### src/rtl/cache_req_queue_pkg.sv
// Shared types and default widths for the cache request queue.
package cache_req_pkg;
  localparam int ADDR_WIDTH_DEF = 9;
  localparam int DATA_WIDTH_DEF = 6;
  localparam int DEPTH_DEF      = 4;
  localparam int TIMEOUT_DEF    = 64;

  typedef enum logic [1:0] {IDLE, ISSUE, RESP} state_t;

  typedef struct packed {
    logic                      write;
    logic [ADDR_WIDTH_DEF-1:0] addr;
    logic [DATA_WIDTH_DEF-1:0] wdata;
  } req_t;
endpackage

### src/rtl/cache_req_queue_if.sv
// Request, response and cache-side signals of the cache request queue.
// Handshakes: a transfer happens on a rising edge where valid && ready are both high;
// valid never waits on ready, and the offering side holds its payload until the transfer.
interface cache_req_queue_if #(
  parameter int ADDR_WIDTH = cache_req_pkg::ADDR_WIDTH_DEF,
  parameter int DATA_WIDTH = cache_req_pkg::DATA_WIDTH_DEF,
  parameter int DEPTH      = cache_req_pkg::DEPTH_DEF
);
  import cache_req_pkg::*;
  localparam int CW = $clog2(DEPTH) + 1;

  logic                  req_valid;
  logic                  req_ready;
  logic                  req_write;
  logic [ADDR_WIDTH-1:0] req_addr;
  logic [DATA_WIDTH-1:0] req_wdata;
  logic                  rsp_valid;
  logic                  rsp_ready;
  logic [DATA_WIDTH-1:0] rsp_data;
  logic                  rsp_hit;
  logic                  rsp_write;
  logic                  rsp_err;
  logic [ADDR_WIDTH-1:0] c_addr;
  logic                  c_read;
  logic                  c_write;
  logic [DATA_WIDTH-1:0] c_wdata;
  logic                  c_hit;
  logic [DATA_WIDTH-1:0] c_data;
  logic                  c_strob;
  logic [CW-1:0]         count;
  state_t                dbg_state;

  modport slave (
    input  req_valid, req_write, req_addr, req_wdata, rsp_ready, c_hit, c_data, c_strob,
    output req_ready, rsp_valid, rsp_data, rsp_hit, rsp_write, rsp_err,
           c_addr, c_read, c_write, c_wdata, count, dbg_state
  );

  modport master (
    output req_valid, req_write, req_addr, req_wdata, rsp_ready, c_hit, c_data, c_strob,
    input  req_ready, rsp_valid, rsp_data, rsp_hit, rsp_write, rsp_err,
           c_addr, c_read, c_write, c_wdata, count, dbg_state
  );
endinterface

### src/rtl/cache_req_queue_sync_fifo.sv
// Single-clock FIFO with synchronous active-low reset and registered occupancy.
module sync_fifo #(
  parameter int WIDTH = 16,
  parameter int DEPTH = 4
) (
  input  logic                       clk,
  input  logic                       rst,
  input  logic                       push,
  input  logic                       pop,
  input  logic [WIDTH-1:0]           wdata,
  output logic [WIDTH-1:0]           rdata,
  output logic [$clog2(DEPTH):0]     count,
  output logic                       full,
  output logic                       empty
);
  localparam int PW = $clog2(DEPTH);

  logic [WIDTH-1:0] mem_q [DEPTH];
  logic [WIDTH-1:0] mem_d [DEPTH];
  logic [PW-1:0]    wr_ptr_q, wr_ptr_d, rd_ptr_q, rd_ptr_d;
  logic [PW:0]      count_q, count_d;
  logic             do_push, do_pop;

  assign full    = (count_q == (PW+1)'(DEPTH));
  assign empty   = (count_q == '0);
  assign do_push = push && !full;
  assign do_pop  = pop && !empty;
  assign rdata   = mem_q[rd_ptr_q];
  assign count   = count_q;

  always_comb begin
    mem_d    = mem_q;
    wr_ptr_d = wr_ptr_q;
    rd_ptr_d = rd_ptr_q;
    count_d  = count_q;
    if (do_push) begin
      mem_d[wr_ptr_q] = wdata;
      wr_ptr_d        = wr_ptr_q + PW'(1);
    end
    if (do_pop) rd_ptr_d = rd_ptr_q + PW'(1);
    if (do_push && !do_pop) count_d = count_q + (PW+1)'(1);
    else if (do_pop && !do_push) count_d = count_q - (PW+1)'(1);
  end

  always_ff @(posedge clk) begin
    if (!rst) begin
      wr_ptr_q <= '0;
      rd_ptr_q <= '0;
      count_q  <= '0;
    end else begin
      wr_ptr_q <= wr_ptr_d;
      rd_ptr_q <= rd_ptr_d;
      count_q  <= count_d;
    end
  end

  // Storage carries no reset: occupancy alone decides what is valid.
  always_ff @(posedge clk) begin
    mem_q <= mem_d;
  end
endmodule

### src/rtl/cache_req_queue.sv
// Buffers processor requests, issues them to the cache one at a time and
// returns each result (or a timeout abort) on a valid/ready response port.
module cache_req_queue
  import cache_req_pkg::*;
#(
  parameter int ADDR_WIDTH = ADDR_WIDTH_DEF,
  parameter int DATA_WIDTH = DATA_WIDTH_DEF,
  parameter int DEPTH      = DEPTH_DEF,
  parameter int TIMEOUT    = TIMEOUT_DEF
) (
  input  logic               clk,
  input  logic               rst,
  cache_req_queue_if.slave   bus
);
  localparam int CW = $clog2(DEPTH) + 1;
  localparam int TW = $clog2(TIMEOUT);
  localparam logic [TW-1:0] TMO_LAST = TW'(TIMEOUT - 1);

  typedef struct packed {
    logic                  write;
    logic [ADDR_WIDTH-1:0] addr;
    logic [DATA_WIDTH-1:0] wdata;
  } entry_t;

  entry_t        push_entry, head;
  logic          fifo_push, fifo_pop, fifo_full, fifo_empty;
  logic [CW-1:0] fifo_count;

  state_t                state_q, state_d;
  logic [TW-1:0]         tmo_q, tmo_d;
  logic                  c_read_q, c_read_d, c_write_q, c_write_d;
  logic [ADDR_WIDTH-1:0] c_addr_q, c_addr_d;
  logic [DATA_WIDTH-1:0] c_wdata_q, c_wdata_d;
  logic                  rsp_valid_q, rsp_valid_d, rsp_hit_q, rsp_hit_d;
  logic                  rsp_write_q, rsp_write_d, rsp_err_q, rsp_err_d;
  logic [DATA_WIDTH-1:0] rsp_data_q, rsp_data_d;

  assign bus.req_ready = rst && !fifo_full;
  assign fifo_push     = bus.req_valid && bus.req_ready;
  assign push_entry    = '{write: bus.req_write, addr: bus.req_addr, wdata: bus.req_wdata};

  sync_fifo #(.WIDTH($bits(entry_t)), .DEPTH(DEPTH)) u_fifo (
    .clk   (clk),
    .rst   (rst),
    .push  (fifo_push),
    .pop   (fifo_pop),
    .wdata (push_entry),
    .rdata (head),
    .count (fifo_count),
    .full  (fifo_full),
    .empty (fifo_empty)
  );

  always_comb begin
    state_d     = state_q;
    tmo_d       = tmo_q;
    c_read_d    = c_read_q;
    c_write_d   = c_write_q;
    c_addr_d    = c_addr_q;
    c_wdata_d   = c_wdata_q;
    rsp_valid_d = rsp_valid_q;
    rsp_data_d  = rsp_data_q;
    rsp_hit_d   = rsp_hit_q;
    rsp_write_d = rsp_write_q;
    rsp_err_d   = rsp_err_q;
    fifo_pop    = 1'b0;
    unique case (state_q)
      IDLE: begin
        // Cache outputs are loaded here so they are registered and stable from ISSUE entry.
        if (!fifo_empty) begin
          state_d   = ISSUE;
          tmo_d     = '0;
          c_read_d  = !head.write;
          c_write_d = head.write;
          c_addr_d  = head.addr;
          c_wdata_d = head.wdata;
        end
      end
      ISSUE: begin
        tmo_d = tmo_q + TW'(1);
        if (bus.c_strob || tmo_q == TMO_LAST) begin
          state_d     = RESP;
          fifo_pop    = 1'b1;
          c_read_d    = 1'b0;
          c_write_d   = 1'b0;
          c_addr_d    = '0;
          c_wdata_d   = '0;
          rsp_valid_d = 1'b1;
          rsp_write_d = head.write;
          rsp_err_d   = !bus.c_strob;
          rsp_data_d  = bus.c_strob ? bus.c_data : '0;
          rsp_hit_d   = bus.c_strob ? bus.c_hit : 1'b0;
        end
      end
      RESP: begin
        if (bus.rsp_ready) begin
          state_d     = IDLE;
          rsp_valid_d = 1'b0;
        end
      end
      default: state_d = IDLE;
    endcase
  end

  always_ff @(posedge clk) begin
    if (!rst) begin
      state_q     <= IDLE;
      tmo_q       <= '0;
      c_read_q    <= 1'b0;
      c_write_q   <= 1'b0;
      c_addr_q    <= '0;
      c_wdata_q   <= '0;
      rsp_valid_q <= 1'b0;
      rsp_data_q  <= '0;
      rsp_hit_q   <= 1'b0;
      rsp_write_q <= 1'b0;
      rsp_err_q   <= 1'b0;
    end else begin
      state_q     <= state_d;
      tmo_q       <= tmo_d;
      c_read_q    <= c_read_d;
      c_write_q   <= c_write_d;
      c_addr_q    <= c_addr_d;
      c_wdata_q   <= c_wdata_d;
      rsp_valid_q <= rsp_valid_d;
      rsp_data_q  <= rsp_data_d;
      rsp_hit_q   <= rsp_hit_d;
      rsp_write_q <= rsp_write_d;
      rsp_err_q   <= rsp_err_d;
    end
  end

  assign bus.c_read    = c_read_q;
  assign bus.c_write   = c_write_q;
  assign bus.c_addr    = c_addr_q;
  assign bus.c_wdata   = c_wdata_q;
  assign bus.rsp_valid = rsp_valid_q;
  assign bus.rsp_data  = rsp_data_q;
  assign bus.rsp_hit   = rsp_hit_q;
  assign bus.rsp_write = rsp_write_q;
  assign bus.rsp_err   = rsp_err_q;
  assign bus.count     = fifo_count;
  assign bus.dbg_state = state_q;
endmodule

### src/flat_wrapper.sv
// flat-port wrapper written by rule: the top's interface ports become plain ports
module cache_req_queue_flat import cache_req_pkg::*;
#(
  parameter int ADDR_WIDTH = ADDR_WIDTH_DEF,
  parameter int DATA_WIDTH = DATA_WIDTH_DEF,
  parameter int DEPTH      = DEPTH_DEF,
  parameter int TIMEOUT    = TIMEOUT_DEF
)
  (clk, rst, bus_req_valid, bus_req_write, bus_req_addr, bus_req_wdata, bus_rsp_ready, bus_c_hit, bus_c_data, bus_c_strob, bus_req_ready, bus_rsp_valid, bus_rsp_data, bus_rsp_hit, bus_rsp_write, bus_rsp_err, bus_c_addr, bus_c_read, bus_c_write, bus_c_wdata, bus_count, bus_dbg_state);
  cache_req_queue_if #(.ADDR_WIDTH(ADDR_WIDTH), .DATA_WIDTH(DATA_WIDTH), .DEPTH(DEPTH)) bus_i ();
  input  logic clk;
  input  logic rst;
  input wire logic [$bits(bus_i.req_valid)-1:0] bus_req_valid;
  input wire logic [$bits(bus_i.req_write)-1:0] bus_req_write;
  input wire logic [$bits(bus_i.req_addr)-1:0] bus_req_addr;
  input wire logic [$bits(bus_i.req_wdata)-1:0] bus_req_wdata;
  input wire logic [$bits(bus_i.rsp_ready)-1:0] bus_rsp_ready;
  input wire logic [$bits(bus_i.c_hit)-1:0] bus_c_hit;
  input wire logic [$bits(bus_i.c_data)-1:0] bus_c_data;
  input wire logic [$bits(bus_i.c_strob)-1:0] bus_c_strob;
  output wire logic [$bits(bus_i.req_ready)-1:0] bus_req_ready;
  output wire logic [$bits(bus_i.rsp_valid)-1:0] bus_rsp_valid;
  output wire logic [$bits(bus_i.rsp_data)-1:0] bus_rsp_data;
  output wire logic [$bits(bus_i.rsp_hit)-1:0] bus_rsp_hit;
  output wire logic [$bits(bus_i.rsp_write)-1:0] bus_rsp_write;
  output wire logic [$bits(bus_i.rsp_err)-1:0] bus_rsp_err;
  output wire logic [$bits(bus_i.c_addr)-1:0] bus_c_addr;
  output wire logic [$bits(bus_i.c_read)-1:0] bus_c_read;
  output wire logic [$bits(bus_i.c_write)-1:0] bus_c_write;
  output wire logic [$bits(bus_i.c_wdata)-1:0] bus_c_wdata;
  output wire logic [$bits(bus_i.count)-1:0] bus_count;
  output wire logic [$bits(bus_i.dbg_state)-1:0] bus_dbg_state;
  assign bus_i.req_valid = bus_req_valid;
  assign bus_i.req_write = bus_req_write;
  assign bus_i.req_addr = bus_req_addr;
  assign bus_i.req_wdata = bus_req_wdata;
  assign bus_i.rsp_ready = bus_rsp_ready;
  assign bus_i.c_hit = bus_c_hit;
  assign bus_i.c_data = bus_c_data;
  assign bus_i.c_strob = bus_c_strob;
  assign bus_req_ready = bus_i.req_ready;
  assign bus_rsp_valid = bus_i.rsp_valid;
  assign bus_rsp_data = bus_i.rsp_data;
  assign bus_rsp_hit = bus_i.rsp_hit;
  assign bus_rsp_write = bus_i.rsp_write;
  assign bus_rsp_err = bus_i.rsp_err;
  assign bus_c_addr = bus_i.c_addr;
  assign bus_c_read = bus_i.c_read;
  assign bus_c_write = bus_i.c_write;
  assign bus_c_wdata = bus_i.c_wdata;
  assign bus_count = bus_i.count;
  assign bus_dbg_state = bus_i.dbg_state;
  cache_req_queue #(.ADDR_WIDTH(ADDR_WIDTH), .DATA_WIDTH(DATA_WIDTH), .DEPTH(DEPTH), .TIMEOUT(TIMEOUT)) u_core (.clk(clk), .rst(rst), .bus(bus_i));
endmodule
### config.mk
export PLATFORM = sky130hd
export DESIGN_NAME = cache_req_queue_flat
export DESIGN_NICKNAME = d
export VERILOG_FILES = /design/src/rtl/cache_req_queue_pkg.sv /design/src/rtl/cache_req_queue_if.sv /design/src/rtl/cache_req_queue_sync_fifo.sv /design/src/rtl/cache_req_queue.sv /design/src/flat_wrapper.sv
export SDC_FILE = /design/constraint.sdc
export NUM_CORES = 1
export LEC_CHECK = 0
export ABC_AREA = 0
export BUFFER_PORTS_ARGS = -buffer_cell sky130_fd_sc_hd__buf_2
export CAP_MARGIN = 25
export CORE_MARGIN = 2
export CORE_UTILIZATION = 50
export DETAILED_ROUTE_END_ITERATION = 8
export PLACE_DENSITY_LB_ADDON = 0.25
export SYNTH_ARGS = -nofsm -noshare
export SYNTH_HDL_FRONTEND = slang
export SYNTH_SLANG_ARGS = --single-unit
### constraint.sdc
create_clock -name clk -period 3.1 [get_ports clk]
set_clock_uncertainty 0.2 [all_clocks]
set_input_delay 0.62 -clock clk [delete_from_list [all_inputs] [get_ports clk]]
set_output_delay 0.62 -clock clk [all_outputs]
set_load 0.01 [all_outputs]
# Yosys cells after proc, flatten, opt, wreduce, memory -nomap -nowiden
# Index checks and enable logic that the tools add are counted.
# word_totals
reg_bits	106
mem_count	0
input_bits	28
output_inout_bits	33
latchBits	0
romBits	0
mem_bits_rw	0
# op_classes
addsub	5
n_div	0
eq_ne	7
order_cmp	3
n_shift	0
bitwise_logic	2
reduce_logical	24
n_mux	32
mul	0
# ops
op	n
64-bit bitwise mux	1
16-bit 2-to-1 mux	3
16-bit binary-select mux with 2-bit select	1
16-bit demux with 2-bit select	1
6-bit 2-to-1 mux	4
6-bit case mux with 2 select lines	2
9-bit 2-to-1 mux	2
9-bit case mux with 2 select lines	1
3-bit AND reduction	3
1-bit 2-to-1 mux	8
1-bit logical AND	7
6-bit by 1-bit adder with 6-bit output (second input constant)	1
6-bit == test (second input constant)	1
3-bit greater-or-equal comparator (second input constant)	2
1-bit logical NOT	6
2-bit 2-to-1 mux	3
3-bit 2-to-1 mux	2
2-bit inverter with 3-bit output	2
1-bit case mux with 2 select lines	3
2-bit case mux with 3 select lines	1
2-bit nonzero test	3
2-bit by 1-bit adder with 2-bit output (second input constant)	2
2-bit inequality test (second input constant)	2
2-bit AND reduction	2
other kinds (10)	10

# Depth between registers and ports, before layout
# logic_depth
word_depth	9
mapped_depth	11
depth_no_buf	9

# By module
# From an unflattened synthesis, not the netlist that was laid out.
# hier_totals
hier_cells	265
hier_area_um2	4172.8
# by_module_without_submodules
module	cells_each	n_inst	area_each_um2
sync_fifo	128	1	2792.7
cache_req_queue	137	1	1380.1

# Worst setup path before layout
# OpenSTA, ideal clock, no wires.
# synth_timing
path_type	in2reg
from	input port bus_c_strob
to	register u_core.u_fifo.count_q[2], in the netlist u_core.u_fifo.count[2]
arrival_time_ns	2.411
cell_stages	10
setup_ns	0.070
required_time_ns	2.830
slack_ns	0.419
cell_sequence	and3b_1 -> buf_4 -> a31oi_4 -> nand2b_1 -> ha_1 -> inv_1 -> fa_1 -> xor2_1 -> or3_1 -> a21oi_1
# synth_via
elab_chain_cells	7
elab_cells_between_ends	9
# synth_lines
element	line_no	text
from (decl)	flat_wrapper.sv:20	input wire logic [$bits(bus_i.c_strob)-1:0] bus_c_strob;
1-bit logical OR *	cache_req_queue.sv:81	if (bus.c_strob || tmo_q == TMO_LAST) begin
1-bit 2-to-1 mux *	cache_req_queue.sv:81	
1-bit 2-to-1 mux *	cache_req_queue.sv:67	unique case (state_q)
1-bit logical AND *	cache_req_queue_sync_fifo.sv:27	assign do_pop = pop && !empty;
1-bit logical NOT	cache_req_queue_sync_fifo.sv:41	if (do_push && !do_pop) count_d = count_q + (PW+1)'(1);
1-bit logical AND	cache_req_queue_sync_fifo.sv:41	
3-bit 2-to-1 mux / 2-bit nonzero test (equally long branches)	n/a	
to (signal assigned)	cache_req_queue_sync_fifo.sv:53	count_q <= count_d;
to (decl)	cache_req_queue_sync_fifo.sv:21	logic [PW:0] count_q, count_d;
# Mark *: on every way between the ends. The rest lies on a longest branch, timed or not.
# A chain may end at the register's enable or synchronous reset.

# Final worst setup path
# layout_timing
from	register u_core.state_q[1], in the netlist u_core.bus.dbg_state[1]
to	register u_core.u_fifo.count_q[2], in the netlist u_core.u_fifo.count[2]
# layout_via
elab_chain_cells	6
elab_cells_between_ends	8
# layout_lines
element	line_no	text
from (decl)	cache_req_queue.sv:29	state_t state_q, state_d;
from (signal assigned)	cache_req_queue.sv:119	state_q <= state_d;
2-bit by 1-bit == test with 1-bit output *	cache_req_queue.sv:67	
1-bit 2-to-1 mux *	cache_req_queue.sv:67	
1-bit logical AND *	cache_req_queue_sync_fifo.sv:27	
1-bit logical NOT	cache_req_queue_sync_fifo.sv:41	
1-bit logical AND	cache_req_queue_sync_fifo.sv:41	
3-bit 2-to-1 mux / 2-bit nonzero test (equally long branches)	n/a	
# Marked as above.

==> metrics.md <==
| Metric | Value |
|---|---|
| Outcome | finished clean |
| Final wirelength | 7.42 mm |
| Grt ovf | 0 |
| Pin count of the biggest net entering global routing | 25 |
| Die height | 94.4 microns |
| Crit Path Class | reg2reg |
| P&R area growth vs syn | 15.4% |
| Slew Viols, Final | 0 |
| Final Hold Viols | 0 |
| Max Clk Rate | 0.381 GHz |
| # clock sinks | 106 |
| Post-DP HPWL | 4.92 mm |
| Crit path required time | 3200 ps |
| Total GRT Usage | 18.0% |
| Critical path buffers and inverters | 1 |
| PwrDens | 660 nW/um^2 |
| Cell taking the most area after synthesis | edfxtp_1 |
| Starting Density | 52.3% |
| Final Critical Period | 2620 ps |
| Worst setup SP type | register |
| Worst-path cell chain | and3b_1 -> a31oi_4 -> nand2b_1 -> ha_1 -> inv_1 -> fa_1 -> xor2_1 -> or3_1 -> a21oi_1 |
| Worst-Skew Late Latency | 360 ps |
| Iter 0 DRT Violations | 139 |
| Cells after Synth | 288 |
| I/O Pins | 61 |
| Total Die Area | 8900 sq um |
| Die width | 94.4 microns |
| Vias in the first global route | 2347 |
| Post-CTS setup buffer count | 0 |
| Clock buffer count from CTS | 9 |
| Slowest stage delay, CP | 480 ps |
| Max FO, Critical Path | 10 |
| Distinct cell type count after synthesis | 38 |
| Net Count, Synth | 323 |
| Clock Path Buffers | 2 |
| Initial antenna violation count | 0 |
| Nets | 392 |
| Core footprint | 7810 sq um |
| RSZ-0062 raised after global routing | no |
| Final setup TNS | 0 ps |
| Post-synth EDFFs | 64 |
| Core Rows | 32 |
| Fraction of post-synthesis cell area in the top cell type by area | 47.1% |
| Routed via count | 2460 |
| IO buf count | 60 |
| Ys async rst share | 0% |
| DR DRC count | 0 |
| Mean routed wirelength per cell | 16.0 microns |
| TritonRoute pass-1 iters | 4 |
| Cts-stage hold buffer count | 0 |
| Synth top area cells | edfxtp_1 47%, dfxtp_1 21%, mux4_2 8.8% |
| Vias per std cell | 5.30 |
| Post-CTS sizing | 0 |
| Yosys reg bits | 106 |
| Clk slew on worst S/H paths | 110 ps |
| Antenna-violating nets left | 0 |
| Worst Tran Pin Value | 612 ps |
| Layout cells sized above 1 | 29.6% |
| Synth warnings | 0 |
| Primary FF master, synth | edfxtp_1 |
| GP Congestion | 0.781 |
| Cell Area, Synth | 4080 sq um |
| Crit end category | register |
| Root Driver | clkbuf_8 |
| Final setup fails | 0 |
| Hold_ws | 255 ps |
| Antenna cell count | 0 |
| H-tree depth | 3 |
| CTS tree | yes |
| Slowest stage cell, crit path | dfxtp_1 |
| Slew Limit Headroom | 59.1% |
| Hold Path Class | in2reg |
| Synth Area per Inst | 14.2 sq um |
| Leakage | 1.81 nW |
| Worst EP arrival | 2720 ps |
| Max-Cap Viols | 0 |
| Sequential fraction of the synthesis area | 67.7% |
| Fin crit share | 84.6% |
| Worst VDD drop | 324 uV |
| Delay-heaviest family, CP | simple AND/OR/NAND/NOR gates |
| Global-route wire length before repair | 11.8 mm |
## worst reg2reg max path: stages, from the launching register on
cell and delay, ps:
dfxtp_1 480, and3b_1 340, a31oi_4 190, nand2b_1 130
ha_1 190, inv_1 60, fa_1 370, xor2_1 160
or3_1 310, a21oi_1 140
## cell usage after synthesis, types with 3 or more instances
| cell type | number |
|---|---|
| mux4_2 | 16 |
| buf_2 | 4 |
| or3_1 | 5 |
| a211oi_1 | 3 |
| nor3_1 | 3 |
| dfxtp_1 | 42 |
| inv_1 | 22 |
| nand2b_1 | 3 |
| o21ai_0 | 7 |
| edfxtp_1 | 64 |
| and2_1 | 4 |
| a22oi_1 | 8 |
| o22ai_1 | 15 |
| buf_4 | 6 |
| clkbuf_1 | 4 |
| a21oi_1 | 11 |
| nor2_1 | 18 |
| nand2_1 | 22 |
| ha_1 | 6 |
| nand3_1 | 3 |
## layout make-up
type,count,area [sq um]
fillers,648,3090
flip-flops and latches,106,2760
multi-input cells,145,1150
repair buffers,72,390
well taps,102,128
clock buffers,9,124
inverters,23,86.3
clock inverters,7,68.8
## per-layer routing
| layer | global-route usage, % | share of wire (%) | up-vias |
|---|---|---|---|
| met5 | 0 | 0 | - |
| met4 | 5.80 | 0.88 | 0 |
| met1 | 22.7 | 43 | 1183 |
| li1 | - | - | 1204 |
| met2 | 30.1 | 50 | 67 |
| met3 | 5.27 | 6.2 | 6 |
## final timing paths
check / startpoint / to / slack [ps] / cells past startpoint
worst max-delay path: u_core.bus.dbg_state[1]$_SDFFE_PN0P_ / u_core.u_fifo.count[2]$_SDFFE_PN0P_ / 480 / 9
worst min-delay path: bus_req_addr[3] / u_core.u_fifo.mem_q[41]$_DFFE_PP_ / 250 / 1
worst max register to register: u_core.bus.dbg_state[1]$_SDFFE_PN0P_ / u_core.u_fifo.count[2]$_SDFFE_PN0P_ / 480 / 9
worst min register to register: u_core.tmo_q[5]$_SDFFE_PN0P_ / u_core.tmo_q[5]$_SDFFE_PN0P_ / 270 / 1
## placed cells by master, fill, tap and decap left out, drive strengths merged, types with 3 or more instances in the layout
cell	Yosys	routed
a211oi	4	4
a21oi	12	12
a22oi	8	8
a31oi	3	3
and2	4	4
buf	10	72
clkbuf	4	9
clkinv	1	4
dfxtp	42	42
edfxtp	64	64
ha	6	6
inv	22	26
mux4	16	16
nand2	22	22
nand2b	3	3
nand3	3	3
nor2	18	18
nor3	3	3
o21ai	7	7
o22ai	15	15
or3	5	5
## cell families after synthesis
logic type	after synthesis	share of synthesized area, %
flip-flops	106	67.7
AND/OR/NAND/NOR	63	7.14
AO/OA/AOI/OAI	54	8.83
buffers and inverters	37	4.08
multiplexers	18	9.32
adder cells (fa/ha/maj)	7	2.33
XOR/XNOR	3	0.644
## power by group
part	internal, mW	switching (mW)
clock network	0.315	0.495
logic	0.253	0.348
registers	1.62	0.0819
total	2.19	0.925
## flip-flops by register name, indices dropped and copies added (netlist names)
| signal | count |
|---|---|
| u_core.bus.c_addr | 9 |
| u_core.bus.rsp_err | 1 |
| u_core.bus.dbg_state | 2 |
| u_core.u_fifo.rd_ptr_q | 2 |
| u_core.u_fifo.wr_ptr_q | 2 |
| u_core.bus.rsp_data | 6 |
| u_core.bus.rsp_valid | 1 |
| u_core.bus.c_wdata | 6 |
| u_core.bus.c_read | 1 |
| u_core.bus.c_write | 1 |
| u_core.bus.rsp_hit | 1 |
| u_core.tmo_q | 6 |
| u_core.u_fifo.count | 3 |
| u_core.u_fifo.mem_q | 64 |
| u_core.bus.rsp_write | 1 |
## per-stage QoR
step                worst slack (ps)  cells  util [%]  power (mW)  instance area (sq um)
floorplan                        419    288         -        2.12                   4080
global placement                 325    448      57.9        2.32                   4520
detailed placement               283    448      57.9        2.34                   4520
CTS                              496    464      60.4        3.15                   4710
global route                     327    464      60.4        3.29                   4710
finish                           478    464      60.4        3.11                   4710
Note: power is estimated with default switching activity, not from simulation.
